**src/rtl/fb_write_arbiter_if.sv**
```systemverilog
// Bundles the two requester streams and the framebuffer write port of fb_write_arbiter.
// The master side drives requests and observes ready and writes; the slave side is the arbiter.
interface fb_write_arbiter_if #(
  parameter int ADDR_W = 19,
  parameter int DATA_W = 4
);
  logic              req0_valid;
  logic [ADDR_W-1:0] req0_addr;
  logic [DATA_W-1:0] req0_data;
  logic              req0_ready;
  logic              req1_valid;
  logic [ADDR_W-1:0] req1_addr;
  logic [DATA_W-1:0] req1_data;
  logic              req1_ready;
  logic              fb_wr_en;
  logic [ADDR_W-1:0] fb_wr_addr;
  logic [DATA_W-1:0] fb_wr_data;
  logic              idle;

  modport master (
    output req0_valid, req0_addr, req0_data,
    output req1_valid, req1_addr, req1_data,
    input  req0_ready, req1_ready,
    input  fb_wr_en, fb_wr_addr, fb_wr_data, idle
  );

  modport slave (
    input  req0_valid, req0_addr, req0_data,
    input  req1_valid, req1_addr, req1_data,
    output req0_ready, req1_ready,
    output fb_wr_en, fb_wr_addr, fb_wr_data, idle
  );
endinterface

```
**src/rtl/fb_write_arbiter.sv**
```systemverilog
// Merges two sprite-renderer pixel streams onto one framebuffer write port.
// Each requester has its own FIFO; a round-robin grant drains one entry per clock.
module fb_write_arbiter #(
  parameter int ADDR_W           = 19,
  parameter int DATA_W           = 4,
  parameter int FIFO_DEPTH       = 4,
  parameter bit DROP_TRANSPARENT = 1'b1,
  parameter int TRANSPARENT_IDX  = 0
) (
  input logic                clock,
  input logic                fb_resetting,
  fb_write_arbiter_if.slave  bus
);
  localparam int PTR_W = $clog2(FIFO_DEPTH);
  localparam int CNT_W = PTR_W + 1;
  localparam int ENT_W = ADDR_W + DATA_W;

  logic [ENT_W-1:0]  mem [2][FIFO_DEPTH];
  logic [PTR_W-1:0]  wr_ptr [2];
  logic [PTR_W-1:0]  rd_ptr [2];
  logic [CNT_W-1:0]  count [2];
  logic              last_grant;

  logic [1:0]        valid;
  logic [1:0]        ready;
  logic [1:0]        push;
  logic [1:0]        pop;
  logic [1:0]        non_empty;
  logic [ADDR_W-1:0] in_addr [2];
  logic [DATA_W-1:0] in_data [2];
  logic              grant_any;
  logic              grant_sel;
  logic [ENT_W-1:0]  head;

  logic              wr_en;
  logic [ADDR_W-1:0] wr_addr;
  logic [DATA_W-1:0] wr_data;

  // Ready depends only on registered occupancy, so a full FIFO refuses a beat
  // even in a cycle where it is also being popped.
  always_comb begin
    valid      = {bus.req1_valid, bus.req0_valid};
    in_addr[0] = bus.req0_addr;
    in_addr[1] = bus.req1_addr;
    in_data[0] = bus.req0_data;
    in_data[1] = bus.req1_data;
    ready      = '0;
    push       = '0;
    non_empty  = '0;
    for (int i = 0; i < 2; i++) begin
      ready[i]     = !fb_resetting && (count[i] < CNT_W'(FIFO_DEPTH));
      non_empty[i] = (count[i] != '0);
      push[i]      = valid[i] && ready[i] &&
                     !(DROP_TRANSPARENT && (in_data[i] == DATA_W'(TRANSPARENT_IDX)));
    end
    grant_any = |non_empty;
    grant_sel = (&non_empty) ? !last_grant : non_empty[1];
    pop       = '0;
    if (grant_any) pop[grant_sel] = 1'b1;
    head      = mem[grant_sel][rd_ptr[grant_sel]];
  end

  always_ff @(posedge clock or posedge fb_resetting) begin
    if (fb_resetting) begin
      for (int i = 0; i < 2; i++) begin
        count[i]  <= '0;
        wr_ptr[i] <= '0;
        rd_ptr[i] <= '0;
      end
      last_grant <= 1'b1;
      wr_en      <= 1'b0;
      wr_addr    <= '0;
      wr_data    <= '0;
    end else begin
      for (int i = 0; i < 2; i++) begin
        if (push[i]) wr_ptr[i] <= wr_ptr[i] + PTR_W'(1);
        if (pop[i])  rd_ptr[i] <= rd_ptr[i] + PTR_W'(1);
        count[i] <= count[i] + CNT_W'(push[i]) - CNT_W'(pop[i]);
      end
      wr_en <= grant_any;
      if (grant_any) begin
        {wr_addr, wr_data} <= head;
        last_grant         <= grant_sel;
      end
    end
  end

  // Storage needs no reset: occupancy alone decides what is valid.
  always_ff @(posedge clock) begin
    for (int i = 0; i < 2; i++) begin
      if (push[i]) mem[i][wr_ptr[i]] <= {in_addr[i], in_data[i]};
    end
  end

  assign bus.req0_ready = ready[0];
  assign bus.req1_ready = ready[1];
  assign bus.fb_wr_en   = wr_en;
  assign bus.fb_wr_addr = wr_addr;
  assign bus.fb_wr_data = wr_data;
  assign bus.idle       = (count[0] == '0) && (count[1] == '0) && !wr_en;
endmodule

```
**src/flat_wrapper.sv**
```systemverilog
// flat-port wrapper written by rule: the top's interface ports become plain ports
module fb_write_arbiter_flat 
#(
  parameter int ADDR_W           = 19,
  parameter int DATA_W           = 4,
  parameter int FIFO_DEPTH       = 4,
  parameter bit DROP_TRANSPARENT = 1'b1,
  parameter int TRANSPARENT_IDX  = 0
)
  (clock, fb_resetting, bus_req0_valid, bus_req0_addr, bus_req0_data, bus_req1_valid, bus_req1_addr, bus_req1_data, bus_req0_ready, bus_req1_ready, bus_fb_wr_en, bus_fb_wr_addr, bus_fb_wr_data, bus_idle);
  fb_write_arbiter_if #(.ADDR_W(ADDR_W), .DATA_W(DATA_W)) bus_i ();
  input logic clock;
  input logic fb_resetting;
  input wire logic [$bits(bus_i.req0_valid)-1:0] bus_req0_valid;
  input wire logic [$bits(bus_i.req0_addr)-1:0] bus_req0_addr;
  input wire logic [$bits(bus_i.req0_data)-1:0] bus_req0_data;
  input wire logic [$bits(bus_i.req1_valid)-1:0] bus_req1_valid;
  input wire logic [$bits(bus_i.req1_addr)-1:0] bus_req1_addr;
  input wire logic [$bits(bus_i.req1_data)-1:0] bus_req1_data;
  output wire logic [$bits(bus_i.req0_ready)-1:0] bus_req0_ready;
  output wire logic [$bits(bus_i.req1_ready)-1:0] bus_req1_ready;
  output wire logic [$bits(bus_i.fb_wr_en)-1:0] bus_fb_wr_en;
  output wire logic [$bits(bus_i.fb_wr_addr)-1:0] bus_fb_wr_addr;
  output wire logic [$bits(bus_i.fb_wr_data)-1:0] bus_fb_wr_data;
  output wire logic [$bits(bus_i.idle)-1:0] bus_idle;
  assign bus_i.req0_valid = bus_req0_valid;
  assign bus_i.req0_addr = bus_req0_addr;
  assign bus_i.req0_data = bus_req0_data;
  assign bus_i.req1_valid = bus_req1_valid;
  assign bus_i.req1_addr = bus_req1_addr;
  assign bus_i.req1_data = bus_req1_data;
  assign bus_req0_ready = bus_i.req0_ready;
  assign bus_req1_ready = bus_i.req1_ready;
  assign bus_fb_wr_en = bus_i.fb_wr_en;
  assign bus_fb_wr_addr = bus_i.fb_wr_addr;
  assign bus_fb_wr_data = bus_i.fb_wr_data;
  assign bus_idle = bus_i.idle;
  fb_write_arbiter #(.ADDR_W(ADDR_W), .DATA_W(DATA_W), .FIFO_DEPTH(FIFO_DEPTH), .DROP_TRANSPARENT(DROP_TRANSPARENT), .TRANSPARENT_IDX(TRANSPARENT_IDX)) u_core (.clock(clock), .fb_resetting(fb_resetting), .bus(bus_i));
endmodule
```
**config.mk**
```make
export PLATFORM = sky130hd
export DESIGN_NAME = fb_write_arbiter_flat
export DESIGN_NICKNAME = d
export VERILOG_FILES = /design/src/rtl/fb_write_arbiter_if.sv /design/src/rtl/fb_write_arbiter.sv /design/src/flat_wrapper.sv
export SDC_FILE = /design/constraint.sdc
export NUM_CORES = 1
export LEC_CHECK = 0
export BUFFER_PORTS_ARGS = -buffer_cell sky130_fd_sc_hd__buf_2
export CORE_ASPECT_RATIO = 2
export CORE_MARGIN = 2
export CORE_UTILIZATION = 40
export DETAILED_ROUTE_END_ITERATION = 6
export PLACE_DENSITY = 0.64
export SETUP_SLACK_MARGIN = 0.5
export SLEW_MARGIN = 10
export SYNTH_ARGS = -nofsm -noshare
export SYNTH_HDL_FRONTEND = slang
export SYNTH_SLANG_ARGS = --single-unit
```
**constraint.sdc**
```tcl
create_clock -name clock -period 3.43 [get_ports clock]
set_input_delay 0.1715 -clock clock [delete_from_list [all_inputs] [get_ports clock]]
set_output_delay 0.1715 -clock clock [all_outputs]
set_load 0.005 [all_outputs]
```
Yosys cells after proc, flatten, opt, wreduce, memory -nomap -nowiden
Memory sizes are Yosys's and may differ from the RTL's.
Cells that the tools add are included.
{ "totals": {"regBits": 39, "ram_bits": 184, "inputBits": 50, "output_inout_bits": 27, "wordCells": 75, "memories": 1} }
{ "memory_table": {"columns": ["memory", "words", "word_bits", "rd", "rd_clocked_by_memory_dff", "wr", "line_no", "rtl"], "rows": [
  ["u_core.mem", 2, 92, 1, 0, 2, "fb_write_arbiter.sv:18", "logic [ENT_W-1:0] mem [2][FIFO_DEPTH];"]
]} }
{ "classes": {"addsub": 8, "order_cmp": 10, "n_mux": 18, "n_bitwise": 4, "n_reduce_logical": 24} }
{ "op_table": {"columns": ["op", "count"], "rows": [
  ["$mux 92", 2],
  ["$demux 23 s2", 2],
  ["$mux 23", 4],
  ["$bmux 23 s2", 1],
  ["$logic_and 1x1->1", 11],
  ["$ge 3x3->1 const B", 3],
  ["$not 2->3", 3],
  ["$add 2x1->2 const B", 4],
  ["$logic_not 4->1", 2],
  ["$mux 2", 4],
  ["$add 3x1->3", 2],
  ["$logic_not 3->1", 2],
  ["$lt 3x1->1 const B", 2],
  ["$lt 3x3->1 const B", 2],
  ["$reduce_bool 3->1", 2],
  ["$sub 3x1->3", 2],
  ["$logic_not 1->1", 5],
  ["$mux 1", 4],
  ["$ge 2x2->1 const B", 1],
  ["$lt 1x2->1 const B", 1],
  ["$not 1->2", 1],
  ["$reduce_and 2->1", 1],
  ["$reduce_or 2->1", 1],
  ["$demux 1 s1", 1],
  ["$ge 1x1->1 const B", 1]
]} }

Logic depth before layout (Yosys ltp)
Gate-level depths: netlist (run 1).
{ "depth": {"depth_word": 11, "mapped_depth": 10, "depth_no_buf": 8} }

Worst setup path before layout (run 1)
OpenSTA, ideal clock, no wires.
{ "synth_path": {"path_kind": "register -> register", "startpoint": "register u_core.count[4] (netlist name)", "endpoint": "register u_core.count[5] (netlist name)", "setup_time_ns": 0.123, "t_arrival_ns": 2.313, "t_required_ns": 3.307, "setup_slack_ns": 0.994, "path_stages_with_launch": 11, "path_buffers": 2, "period_less_slack_ns": 2.436, "cell_sequence": "dfrtp_1 -> or3_4 -> o21a_1 -> buf_4 -> buf_6 -> ha_1 -> inv_1 -> ha_1 -> fa_1 -> xnor2_1 -> xnor2_1"} }
{ "synth_via": {"elab_chain_len": 9, "elab_cells_between_ends": 16, "cone_classes": "add/sub (2); order compare (3); mux (4); reduce/logical (7)"} }
{ "synth_rtl": {"columns": ["item", "line_no", "rtl"], "rows": [
  ["from (decl)", "fb_write_arbiter.sv:21", "logic [CNT_W-1:0] count [2];"],
  ["from (signal, indexed assignment)", "fb_write_arbiter.sv:78", "count[i] <= count[i] + CNT_W'(push[i]) - CNT_W'(pop[i]);"],
  ["$reduce_bool 3->1 *", "fb_write_arbiter.sv:52", "non_empty[i] = (count[i] != '0);"],
  ["$reduce_and 2->1", "fb_write_arbiter.sv:57", "grant_sel = (&non_empty) ? !last_grant : non_empty[1];"],
  ["$mux 1", "fb_write_arbiter.sv:57", null],
  ["$lt 1x2->1 (implied by the code) or $ge 1x1->1 (tied branches)", "fb_write_arbiter.sv:59", "if (grant_any) pop[grant_sel] = 1'b1;"],
  ["$logic_and 1x1->1 (implied by the code)", "fb_write_arbiter.sv:59", null],
  ["$mux 1 (implied by the code)", "fb_write_arbiter.sv:59", null],
  ["$demux 1 s1", null, null],
  ["$mux 2 *", "fb_write_arbiter.sv:59", null],
  ["net u_core.pop[0]", "fb_write_arbiter.sv:27", "logic [1:0] pop;"],
  ["$sub 3x1->3 *", "fb_write_arbiter.sv:78", null]
]} }
The timed path passes the listed nets; every way through them passes the cells marked *.
A chain may end at the register's enable or synchronous reset.

Worst setup path after layout (run 1)
{ "layout_path": {"startpoint": "register u_core.count[2] (netlist name)", "endpoint": "register u_core.count[2] (netlist name)"} }
{ "layout_via": {"elab_chain_len": 9, "elab_cells_between_ends": 16, "cone_classes": "add/sub (2); order compare (3); mux (4); reduce/logical (7)"} }
{ "layout_rtl": {"columns": ["item", "line_no"], "rows": [
  ["$reduce_bool 3->1", "fb_write_arbiter.sv:52"],
  ["$reduce_and 2->1", "fb_write_arbiter.sv:57"],
  ["$mux 1", "fb_write_arbiter.sv:57"],
  ["$lt 1x2->1 (implied by the code) or $ge 1x1->1 (tied branches)", "fb_write_arbiter.sv:59"],
  ["$logic_and 1x1->1 (implied by the code)", "fb_write_arbiter.sv:59"],
  ["$mux 1 (implied by the code)", "fb_write_arbiter.sv:59"],
  ["$demux 1 s1", null],
  ["$mux 2", "fb_write_arbiter.sv:59"],
  ["$sub 3x1->3 *", "fb_write_arbiter.sv:78"]
]} }
Every way passes the cells marked *; elsewhere a longest branch is shown, timed or not.

==> impl_metrics.py, run 1 <==
metrics = {
    "outcome": {
        "outcome": "complete, no violations",
    },
    "finish": {
        "final_cells": 968,
        "fin_nets": 738,
        "n_antenna_cell": 0,
        "drive_above_1_share_pct": 27.6,
        "finish.instance_area_sq_um": 11100,
        "syn_to_final_growth_pct": 20.3,
        "n_fill_cell": 1951,
        "utilization_pct": 49.0,
    },
    "clocking": {
        "h-tree-depth": 1,
        "clock_latency_ns": 0.51,
        "cts_resized": 0,
        "cts_buffers": 20,
        "clkSlewWorstSetupHoldPaths_ns": 0.07,
        "cts.sinks": 223,
        "root_buffer": "clkbuf_16",
        "cts_buffer_depth": 3,
        "cts_tree": "yes",
    },
    "timing": {
        "max_slew.worst_pin.slew_ns": 0.953,
        "finalCritPeriodShare_pct": 73.9,
        "fin_crit_ns": 2.53,
        "hold_viol": 0,
        "hold_slack_ns": 0.195,
        "slew_violations": 0,
        "slew_headroom_pct": 36.4,
        "setup-tns-final_ns": 0,
        "max_clock_freq_mhz": 394,
        "rsz0062_at_grt": "no",
        "setup_violations": 0,
        "skew_ns": 0.0165,
    },
    "drt": {
        "routed_wl_um": 22000,
        "num_vias": 5132,
        "vias_per_cell": 5.30,
        "drt_iter0_drc": 268,
        "dr.pass1.iters": 6,
        "wire_per_inst_um": 22.7,
        "ant_nets": 0,
        "drc": 0,
    },
    "synthesis": {
        "syn-num-nets": 602,
        "synth_cells": 538,
        "ys_warn_count": 0,
        "syn_area_sq_um": 9260,
        "yosysSeqAreaShare_pct": 70.2,
        "ys_types": 37,
        "syn_avg_cell_area_sq_um": 17.2,
        "ys_ff_latch": 223,
    },
    "setup_path": {
        "path_delay_family": "adder cells",
        "crit_top_cell": "ha_1",
        "rrSetupSlack_ns": 0.90,
        "cpMaxStageDelayCell": "nor3_4",
        "cp_max_fo": 11,
        "setup.worst_path.class": "register to register",
        "slowest_delay_ns": 0.46,
        "setup.worst_path.end_class": "register",
        "worstPathCellList": "nor3_4 -> buf_4 -> a21oi_4 -> ha_1 -> inv_1 -> ha_1 -> fa_1 -> xor2_1 -> xnor2_1",
        "arrival_ns": 2.93,
        "required_ns": 3.82,
        "path_buf_inv": 2,
        "crit_path_start_kind": "register",
    },
    "job": {
        "maxCapViolations": 0,
    },
    "global_routing": {
        "grt_max_degree": 27,
        "grt_overflow": 0,
        "antenna_found_initial": 0,
        "grt_pass1_vias": 5518,
        "grt_usage_pct": 18.0,
        "grt_pass1_wl_um": 32400,
    },
    "place": {
        "io_buffers": 76,
        "place_congestion": 0.832,
        "placed_area_sq_um": 9990,
        "hpwl_um": 15700,
        "dp_cells": 885,
    },
    "pwr": {
        "power_frac_clock_pct": 25.0,
        "p_sw_w": 0.00304,
        "switching_share_pct": 32.6,
        "internal_power_w": 0.00629,
        "cellPowerDensity_nw_per_um2": 837,
        "vdd_ir_drop_max_mv": 0.355,
        "seqPwrFrac_pct": 40.2,
        "combPwrFrac_pct": 34.8,
        "p_leak_nw": 4.28,
    },
    "min_path": {
        "hold_class": "primary input to register",
    },
    "floorplan": {
        "rows": 78,
        "die_h_um": 219,
        "start_util_pct": 40.7,
        "die_area_sq_um": 24500,
        "die_w_um": 112,
        "core_sq_um": 22700,
        "num_io_pins": 77,
    },
}
[cells in the mapped netlist, drive strengths merged]
cell type  instances  area (sq um)
buf               20           119
xnor2              7          61.3
a211oi             7          52.6
or4                2          15.0
a21oi              1          16.3
clkbuf             9          33.8
o21ai              2          10.0
mux2i            101          1010
o21a               2          15.0
o31ai              1          12.5
nor2               3          11.3
inv               14          52.6
o211ai             8          65.1
or3                2          17.5
mux2              46           518
ha                12           150
fa                 2          40.0
nand2              6          25.0
nor3              25           141
dfrtp             38           951
o32ai              7          61.3
xor2               3          26.3
nand3b             1          11.3
and3               2          12.5
a221o             16           160
edfxtp           184          5530
a31o               7          61.3
and2               9          56.3
dfstp              1          26.3
[layout by cell type (no fill, tap or decap), types with 9 or more instances in the layout]
cell	Yosys	layout
edfxtp_1	184	184
mux2i_1	101	101
buf_2	14	76
dlygate4sd3_1	0	47
mux2_2	46	46
dfrtp_1	38	36
nor3_1	23	23
clkbuf_16	0	21
buf_4	3	20
a221o_1	16	16
inv_1	14	14
ha_1	12	12
and2_1	9	9
[final timing paths]
check                                      start                       end  depth (start not counted)
worst min-delay path              bus_req0_valid          u_core.wr_ptr[3]                          4
max in group asynchronous           fb_resetting  u_core.bus.fb_wr_addr[0]                          4
worst min register to register  u_core.rd_ptr[1]          u_core.rd_ptr[1]                          1
min in group asynchronous           fb_resetting           u_core.count[0]                          3
worst max register to register   u_core.count[2]           u_core.count[2]                          9
worst max-delay path             u_core.count[2]           u_core.count[2]                          9
[layer usage]
| metal | up-vias | wire length [um] | track usage, % |
|---|---|---|---|
| li1 | 2374 | - | - |
| met1 | 2540 | 6980 | 16.4 |
| met2 | 165 | 12500 | 35.4 |
| met3 | 53 | 871 | 2.24 |
| met4 | 0 | 1630 | 13.2 |
| met5 | - | 0 | 0 |
[flip-flops by register name, indices dropped and copies added (netlist names)]
| signal | flops |
|---|---|
| u_core.bus.fb_wr_en | 1 |
| u_core.last_grant | 1 |
| u_core.bus.fb_wr_data | 4 |
| u_core.count | 6 |
| u_core.mem | 184 |
| u_core.wr_ptr | 4 |
| u_core.rd_ptr | 4 |
| u_core.bus.fb_wr_addr | 19 |
[cell type report]
class                   instances  area [sq um]  area share (%)
repair buffers                143          1000            8.98
multi-input cells             272          2550            22.9
clock buffers                  28           562            5.04
inverters                      14          52.6           0.472
clock inverters                 8           119            1.07
well taps                     280           350            3.14
flip-flops and latches        223          6500            58.4
[power by group through the flow]
stage          clock [W]  sequential, W  combinational [W]
2_1_floorplan          0        0.00361            0.00245
3_3_place_gp           0        0.00377            0.00313
3_5_place_dp           0        0.00380            0.00323
4_1_cts          0.00238        0.00374            0.00329
5_1_grt          0.00245        0.00379            0.00351
6_report         0.00233        0.00375            0.00325
[worst reg2reg max path, cell delays in order, from the launching register on]
cell and delay (ns):
dfrtp_1 0.45, nor3_4 0.46, buf_4 0.27, a21oi_4 0.05, ha_1 0.29, inv_1 0.04
ha_1 0.18, fa_1 0.39, xor2_1 0.17, xnor2_1 0.13
[per-stage QoR]
stage | total power (W) | setup WS, ns
3_5_place_dp | 0.00703 | 0.910
6_report | 0.00932 | 0.895
2_1_floorplan | 0.00606 | 0.994
5_1_grt | 0.00976 | 0.734
4_1_cts | 0.00942 | 0.892
3_3_place_gp | 0.00690 | 1.00
[kinds of logic (layout without fill, tap and decap cells)]
group | count (synthesis) | count (layout) | share of synthesized area (%)
compound gates | 51 | 51 | 4.91
buf+inv | 43 | 193 | 2.22
fa+ha+maj | 14 | 14 | 2.05
xor+xnor | 10 | 10 | 0.946
simple gates | 50 | 50 | 3.14
mux | 147 | 147 | 16.5
flops | 223 | 223 | 70.2
[repair_timing]
item | CTS | global route
hold buffers | 47 | 0
buffers inserted | 0 | 0
hold endpoints to repair | 206 | 0
Note: power is estimated with default switching activity, not from simulation.
==> run 2, diff against run 1 <==
==> constraint.sdc (replaced) <==
create_clock -name clock -period 2.6 [get_ports clock]
set_input_delay 0.13 -clock clock [delete_from_list [all_inputs] [get_ports clock]]
set_output_delay 0.13 -clock clock [all_outputs]
set_load 0.005 [all_outputs]
==> run 2 against run 1 <==
Worst hold slack worse by 0.074 ns. Clock-buffer cell count fell by 2. Setup slack worse by 0.46 ns. Global-route usage shrank 0.080 points. Fmax is 17% higher. Flip-flop and latch count unchanged. Design area up 0.79%. Sequential share of layout area decreased by 0.44 points. Utilization is 0.39 points higher. Sequential power increased by 29%. Clock power grew 15%. Register-to-register slack got worse by 0.46 ns. Highest routed layer unchanged.
==> impl_metrics.py, run 2 (synthesis results as in run 1) <==
metrics = {
    "outcome": {
        "outcome": "complete, no violations",
    },
    "finish": {
        "n_fill_cell": 1959,
        "finish.instance_area_sq_um": 11200,
        "layout_commonest_cell": "edfxtp_1",
        "n_antenna_cell": 0,
        "syn_to_final_growth_pct": 21.3,
        "drive_above_1_share_pct": 29.8,
        "layout_common_cells": "184 x edfxtp_1, 101 x mux2i_1, 76 x buf_2",
        "final_cells": 978,
        "fin_nets": 749,
        "largest_reg_flops": 184,
        "utilization_pct": 49.4,
    },
    "timing": {
        "slew_headroom_pct": 62.6,
        "slew_violations": 0,
        "rsz0062_at_grt": "yes",
        "finalWorstSetupSlack_ns": 0.432,
        "setup_violations": 0,
        "max_slew.worst_pin.slew_ns": 0.561,
        "setup-tns-final_ns": 0,
        "fin_crit_ns": 2.17,
        "skew_ns": 0.0157,
        "hold_viol": 0,
        "max_clock_freq_mhz": 461,
        "finalCritPeriodShare_pct": 83.4,
    },
    "floorplan": {
        "die_area_sq_um": 24500,
        "die_h_um": 219,
        "rows": 78,
        "core_sq_um": 22700,
        "num_io_pins": 77,
        "start_util_pct": 40.7,
        "die_w_um": 112,
    },
    "drt": {
        "routed_wl_um": 21900,
        "dr.pass1.iters": 5,
        "drt_iter0_drc": 330,
        "vias_per_cell": 5.32,
        "wire_per_inst_um": 22.4,
        "drc": 0,
        "num_vias": 5205,
        "ant_nets": 0,
    },
    "place": {
        "place_congestion": 0.810,
        "dp_cells": 886,
        "pre_cts_slack_ns": 0.353,
        "hpwl_um": 15100,
        "io_buffers": 76,
        "placed_area_sq_um": 10100,
    },
    "setup_path": {
        "crit_path_start_kind": "register",
        "r2r-start": "u_core.count[5]",
        "slowest_delay_ns": 0.41,
        "setup.worst_path.end_class": "register",
        "rrSetupSlack_ns": 0.43,
        "setup.worst_path.class": "register to register",
        "required_ns": 2.98,
        "worstPathCellList": "or3_4 -> o21a_1 -> ha_4 -> inv_2 -> ha_4 -> fa_2 -> xnor2_2 -> xnor2_1",
        "cpMaxStageDelayCell": "dfrtp_2",
        "arrival_ns": 2.54,
        "r2r_cells": 8,
        "cp_max_fo": 2,
        "rr_endpoint": "u_core.count[5]",
        "crit_top_cell": "ha_4",
    },
    "pwr": {
        "cellPowerDensity_nw_per_um2": 1090,
        "vdd_ir_drop_max_mv": 0.575,
        "p_leak_nw": 4.29,
    },
    "min_path": {
        "worstHoldStart": "bus_req0_valid",
        "whs_path_depth": 3,
        "hold_class": "primary input to register",
        "min_to": "u_core.wr_ptr[2]",
    },
    "global_routing": {
        "grt_max_degree": 49,
        "antenna_found_initial": 0,
        "grt_usage_pct": 17.9,
        "grt_overflow": 0,
        "grt_pass1_vias": 5508,
        "grt_pass1_wl_um": 32400,
    },
    "clocking": {
        "cts_buffers": 21,
        "clock_latency_ns": 0.49,
        "cts_buffer_depth": 3,
        "clkSlewWorstSetupHoldPaths_ns": 0.06,
        "h-tree-depth": 1,
        "cts_tree": "yes",
        "cts.sinks": 223,
        "root_buffer": "clkbuf_16",
    },
    "job": {
        "maxCapViolations": 0,
    },
}
## run 2: changes by cell type in the layout (fill, tap and decap cells not counted), sizes merged
| cell | change |
|---|---|
| clkbuf | -2 |
| bufinv | -3 |
| inv | -1 |
| buf | +10 |
| clkinv | +6 |
## run 2: how the worst max path moves through the flow
stage / cells past startpoint / to / startpoint
after floorplan: 10 / u_core.count[5] / u_core.count[3]
after global routing: 8 / u_core.count[5] / u_core.count[5]
final: 8 / u_core.count[5] / u_core.count[5]
after CTS: 6 / bus_idle / u_core.count[4]
after global placement: 8 / u_core.count[5] / u_core.count[3]
after detailed placement: 8 / u_core.count[5] / u_core.count[3]
## run 2: cell type report
class	count	area, sq um	share of cell area (%)
inverters	14	52.6	0.468
flip-flops and latches	223	6510	57.9
multi-input cells	272	2630	23.4
clock buffers	26	544	4.85
repair buffers	153	1100	9.84
well taps	280	350	3.12
clock inverters	10	42.5	0.379
## run 2: critical path, delay by kind of cell (launching register included)
| kind | cells | cell delay [ns] |
|---|---|---|
| adder cells (fa/ha/maj) | 3 | 0.80 |
| flip-flops | 1 | 0.41 |
| AND/OR/NAND/NOR | 1 | 0.39 |
| XOR/XNOR | 2 | 0.27 |
| AO/OA/AOI/OAI | 1 | 0.15 |
| buffers and inverters | 1 | 0.03 |
## run 2: metal layers
layer,vias up,GRT usage [%],share of wire (%)
li1,2392,-,-
met1,2623,17.8,34
met2,135,34.8,56
met3,55,2.02,3.0
met4,0,11.2,6.7
met5,-,0,0
## run 2: timing repair
item                                    in CTS  in global routing
hold buffers                                47                  0
hold endpoints to repair                   197                  0
pin swaps                                    6                  3
setup buffers                                8                  1
gates resized for setup                      3                  3
endpoints found under the setup margin      19                 84
## run 2: power breakdown
part	internal [W]	switching (W)
clock	0.00148	0.00120
sequential	0.00445	0.000394
combinational	0.00226	0.00247
## run 2: metrics by stage
| step | hold WS (ns) | total power (W) |
|---|---|---|
| after global routing | 0.128 | 0.0129 |
| final | 0.120 | 0.0122 |
| after global placement | 0.254 | 0.00922 |
| after detailed placement | 0.254 | 0.00946 |
| after CTS | 0.172 | 0.0123 |
| after floorplan | 0.229 | 0.00813 |
==> run 3, diff against run 2 <==
==> constraint.sdc (replaced) <==
create_clock -name clock -period 2.25 [get_ports clock]
set_input_delay 0.1125 -clock clock [delete_from_list [all_inputs] [get_ports clock]]
set_output_delay 0.1125 -clock clock [all_outputs]
set_load 0.005 [all_outputs]
==> run 3 against run 2 <==
Register-to-register slack lost 0.34 ns. Sequential share of layout area shrank 1.2 points. Design area is 2.2% higher. Fmax is 0.33% higher. Worst hold slack got worse by 0.052 ns. Via count rose by 2.7%. Clock-buffer cell count decreased by 5. Die area unchanged. Critical path depth is 1 higher.
==> impl_metrics.py, run 3 (synthesis results as in run 1) <==
metrics = {
    "floorplan": {
        "num_io_pins": 77,
        "start_util_pct": 40.7,
        "rows": 78,
        "core_sq_um": 22700,
        "die_h_um": 219,
        "die_w_um": 112,
        "die_area_sq_um": 24500,
    },
    "clocking": {
        "cts_buffers": 19,
        "clock_latency_ns": 0.51,
        "cts_tree": "yes",
        "cts_buffer_depth": 3,
        "root_buffer": "clkbuf_16",
        "cts.sinks": 223,
        "clkSlewWorstSetupHoldPaths_ns": 0.07,
        "h-tree-depth": 1,
    },
    "global_routing": {
        "grt_pass1_vias": 5533,
        "grt_max_degree": 38,
        "grt_overflow": 0,
        "grt_pass1_wl_um": 33700,
        "antenna_found_initial": 0,
        "grt_usage_pct": 19.0,
    },
    "drt": {
        "dr.pass1.iters": 5,
        "drc": 0,
        "ant_nets": 0,
        "vias_per_cell": 5.45,
        "num_vias": 5348,
        "routed_wl_um": 23600,
        "drt_iter0_drc": 311,
        "wire_per_inst_um": 24.1,
    },
    "min_path": {
        "hold_class": "primary input to async pin",
    },
    "finish": {
        "layout_commonest_cell": "edfxtp_1",
        "n_antenna_cell": 0,
        "finish.instance_area_sq_um": 11500,
        "layout_common_cells": "184 x edfxtp_1, 101 x mux2i_1, 76 x buf_2",
        "final_cells": 981,
        "syn_to_final_growth_pct": 23.9,
        "n_fill_cell": 1962,
        "drive_above_1_share_pct": 32.1,
        "largest_reg_flops": 184,
        "fin_nets": 752,
    },
    "setup_path": {
        "cpMaxStageDelayCell": "or3_4",
        "arrival_ns": 2.55,
        "crit_top_cell": "ha_4",
        "setup.worst_path.class": "register to register",
        "crit_path_start_kind": "register",
        "slowest_delay_ns": 0.39,
        "path_delay_family": "adder cells",
        "path_buf_inv": 2,
        "rrSetupSlack_ns": 0.09,
        "r2r-start": "u_core.count[3]",
        "rr_endpoint": "u_core.count[2]",
        "required_ns": 2.64,
        "cp_max_fo": 2,
        "r2r_cells": 9,
        "worstPathCellList": "or3_4 -> buf_6 -> a21oi_4 -> ha_4 -> inv_2 -> ha_4 -> fa_2 -> xor2_2 -> xnor2_1",
        "setup.worst_path.end_class": "register",
    },
    "place": {
        "io_buffers": 76,
        "pre_cts_slack_ns": 0.0727,
        "placed_area_sq_um": 10200,
        "dp_cells": 885,
        "place_congestion": 0.780,
        "hpwl_um": 15700,
    },
    "timing": {
        "slew_violations": 0,
        "max_slew.worst_pin.slew_ns": 0.527,
        "rsz0062_at_grt": "yes",
        "finalWorstSetupSlack_ns": 0.0894,
        "fin_crit_ns": 2.16,
        "hold_viol": 0,
        "slew_headroom_pct": 64.8,
        "finalCritPeriodShare_pct": 96.0,
        "skew_ns": 0.0228,
        "setup_violations": 0,
        "max_clock_freq_mhz": 463,
    },
    "pwr": {
        "p_sw_w": 0.00502,
        "seqPwrFrac_pct": 37.1,
        "power_frac_clock_pct": 22.2,
        "switching_share_pct": 33.4,
        "cellPowerDensity_nw_per_um2": 1310,
        "vdd_ir_drop_max_mv": 0.652,
        "p_leak_nw": 4.42,
        "internal_power_w": 0.0100,
        "combPwrFrac_pct": 40.7,
    },
    "outcome": {
        "outcome": "complete, no violations",
    },
    "job": {
        "maxCapViolations": 0,
    },
}
==> run 3: changes by cell type in the layout (fill, tap and decap cells not counted), sizes merged <==
cell	delta
inv	+1
clkinv	-3
bufinv	+3
clkbuf	-3
buf	-6
and2	+9
clkinvlp	+2
==> run 3: final cells by class <==
| class | count | area (sq um) | area share, % |
|---|---|---|---|
| Sequential cell | 223 | 6500 | 56.7 |
| Multi-Input combinational cell | 281 | 2810 | 24.5 |
| Timing Repair Buffer | 149 | 1130 | 9.85 |
| Clock buffer | 21 | 483 | 4.21 |
| Tap cell | 280 | 350 | 3.05 |
| Clock inverter | 13 | 143 | 1.24 |
| Inverter | 14 | 52.6 | 0.458 |
==> run 3: worst max-delay path by stage <==
| stage | from | endpoint | slack (ns) | cells after the start |
|---|---|---|---|---|
| 6_report | u_core.count[3] | u_core.count[2] | 0.09 | 9 |
| 5_1_grt | u_core.count[3] | u_core.count[2] | 0.03 | 9 |
| 4_1_cts | u_core.count[5] | u_core.count[2] | 0.11 | 9 |
| 3_5_place_dp | u_core.count[3] | u_core.count[5] | 0.07 | 8 |
| 3_3_place_gp | u_core.count[3] | u_core.count[5] | 0.13 | 8 |
| 2_1_floorplan | u_core.count[3] | u_core.count[5] | -0.12 | 10 |
==> run 3: power groups by stage <==
stage	sequential, W	clock [W]	combinational (W)
2_1_floorplan	0.00551	0	0.00413
3_3_place_gp	0.00561	0	0.00543
3_5_place_dp	0.00565	0	0.00563
4_1_cts	0.00557	0.00340	0.00588
5_1_grt	0.00564	0.00355	0.00652
6_report	0.00558	0.00334	0.00613
==> run 3: worst reg2reg max path, cell delays in order (launching register included) <==
cell and delay, ns:
dfrtp_1 0.38, or3_4 0.40, buf_6 0.13, a21oi_4 0.18, ha_4 0.15, inv_2 0.04
ha_4 0.15, fa_2 0.35, xor2_2 0.15, xnor2_1 0.13
==> run 3: through the flow <==
step	hold slack, ns	util (%)	power (W)	setup TNS (ns)
after floorplan	0.211	-	0.00964	-0.185
after global placement	0.0220	44.7	0.0110	0
after detailed placement	0.0239	44.7	0.0113	0
after CTS	0.0486	50.1	0.0148	0
after global routing	0.0825	50.5	0.0157	0
final	0.0684	50.5	0.0150	0
==> run 3: what timing repair did <==
action,4_1_cts,5_1_grt
endpoints found under the hold margin,222,0
pin swaps,13,6
gates resized for setup,15,7
gates cloned,9,2
buffers inserted,3,1
hold buffers,47,0
endpoints found under the setup margin,213,85
==> run 3: per-layer routing <==
metal  vias to the layer above  part of all wire (%)  track usage [%]
met5                         -                     0                0
met4                         0                   8.4             15.2
met3                        59                   3.7             2.18
met2                       170                    55             35.8
met1                      2716                    33             18.3
li1                       2403                     -                -
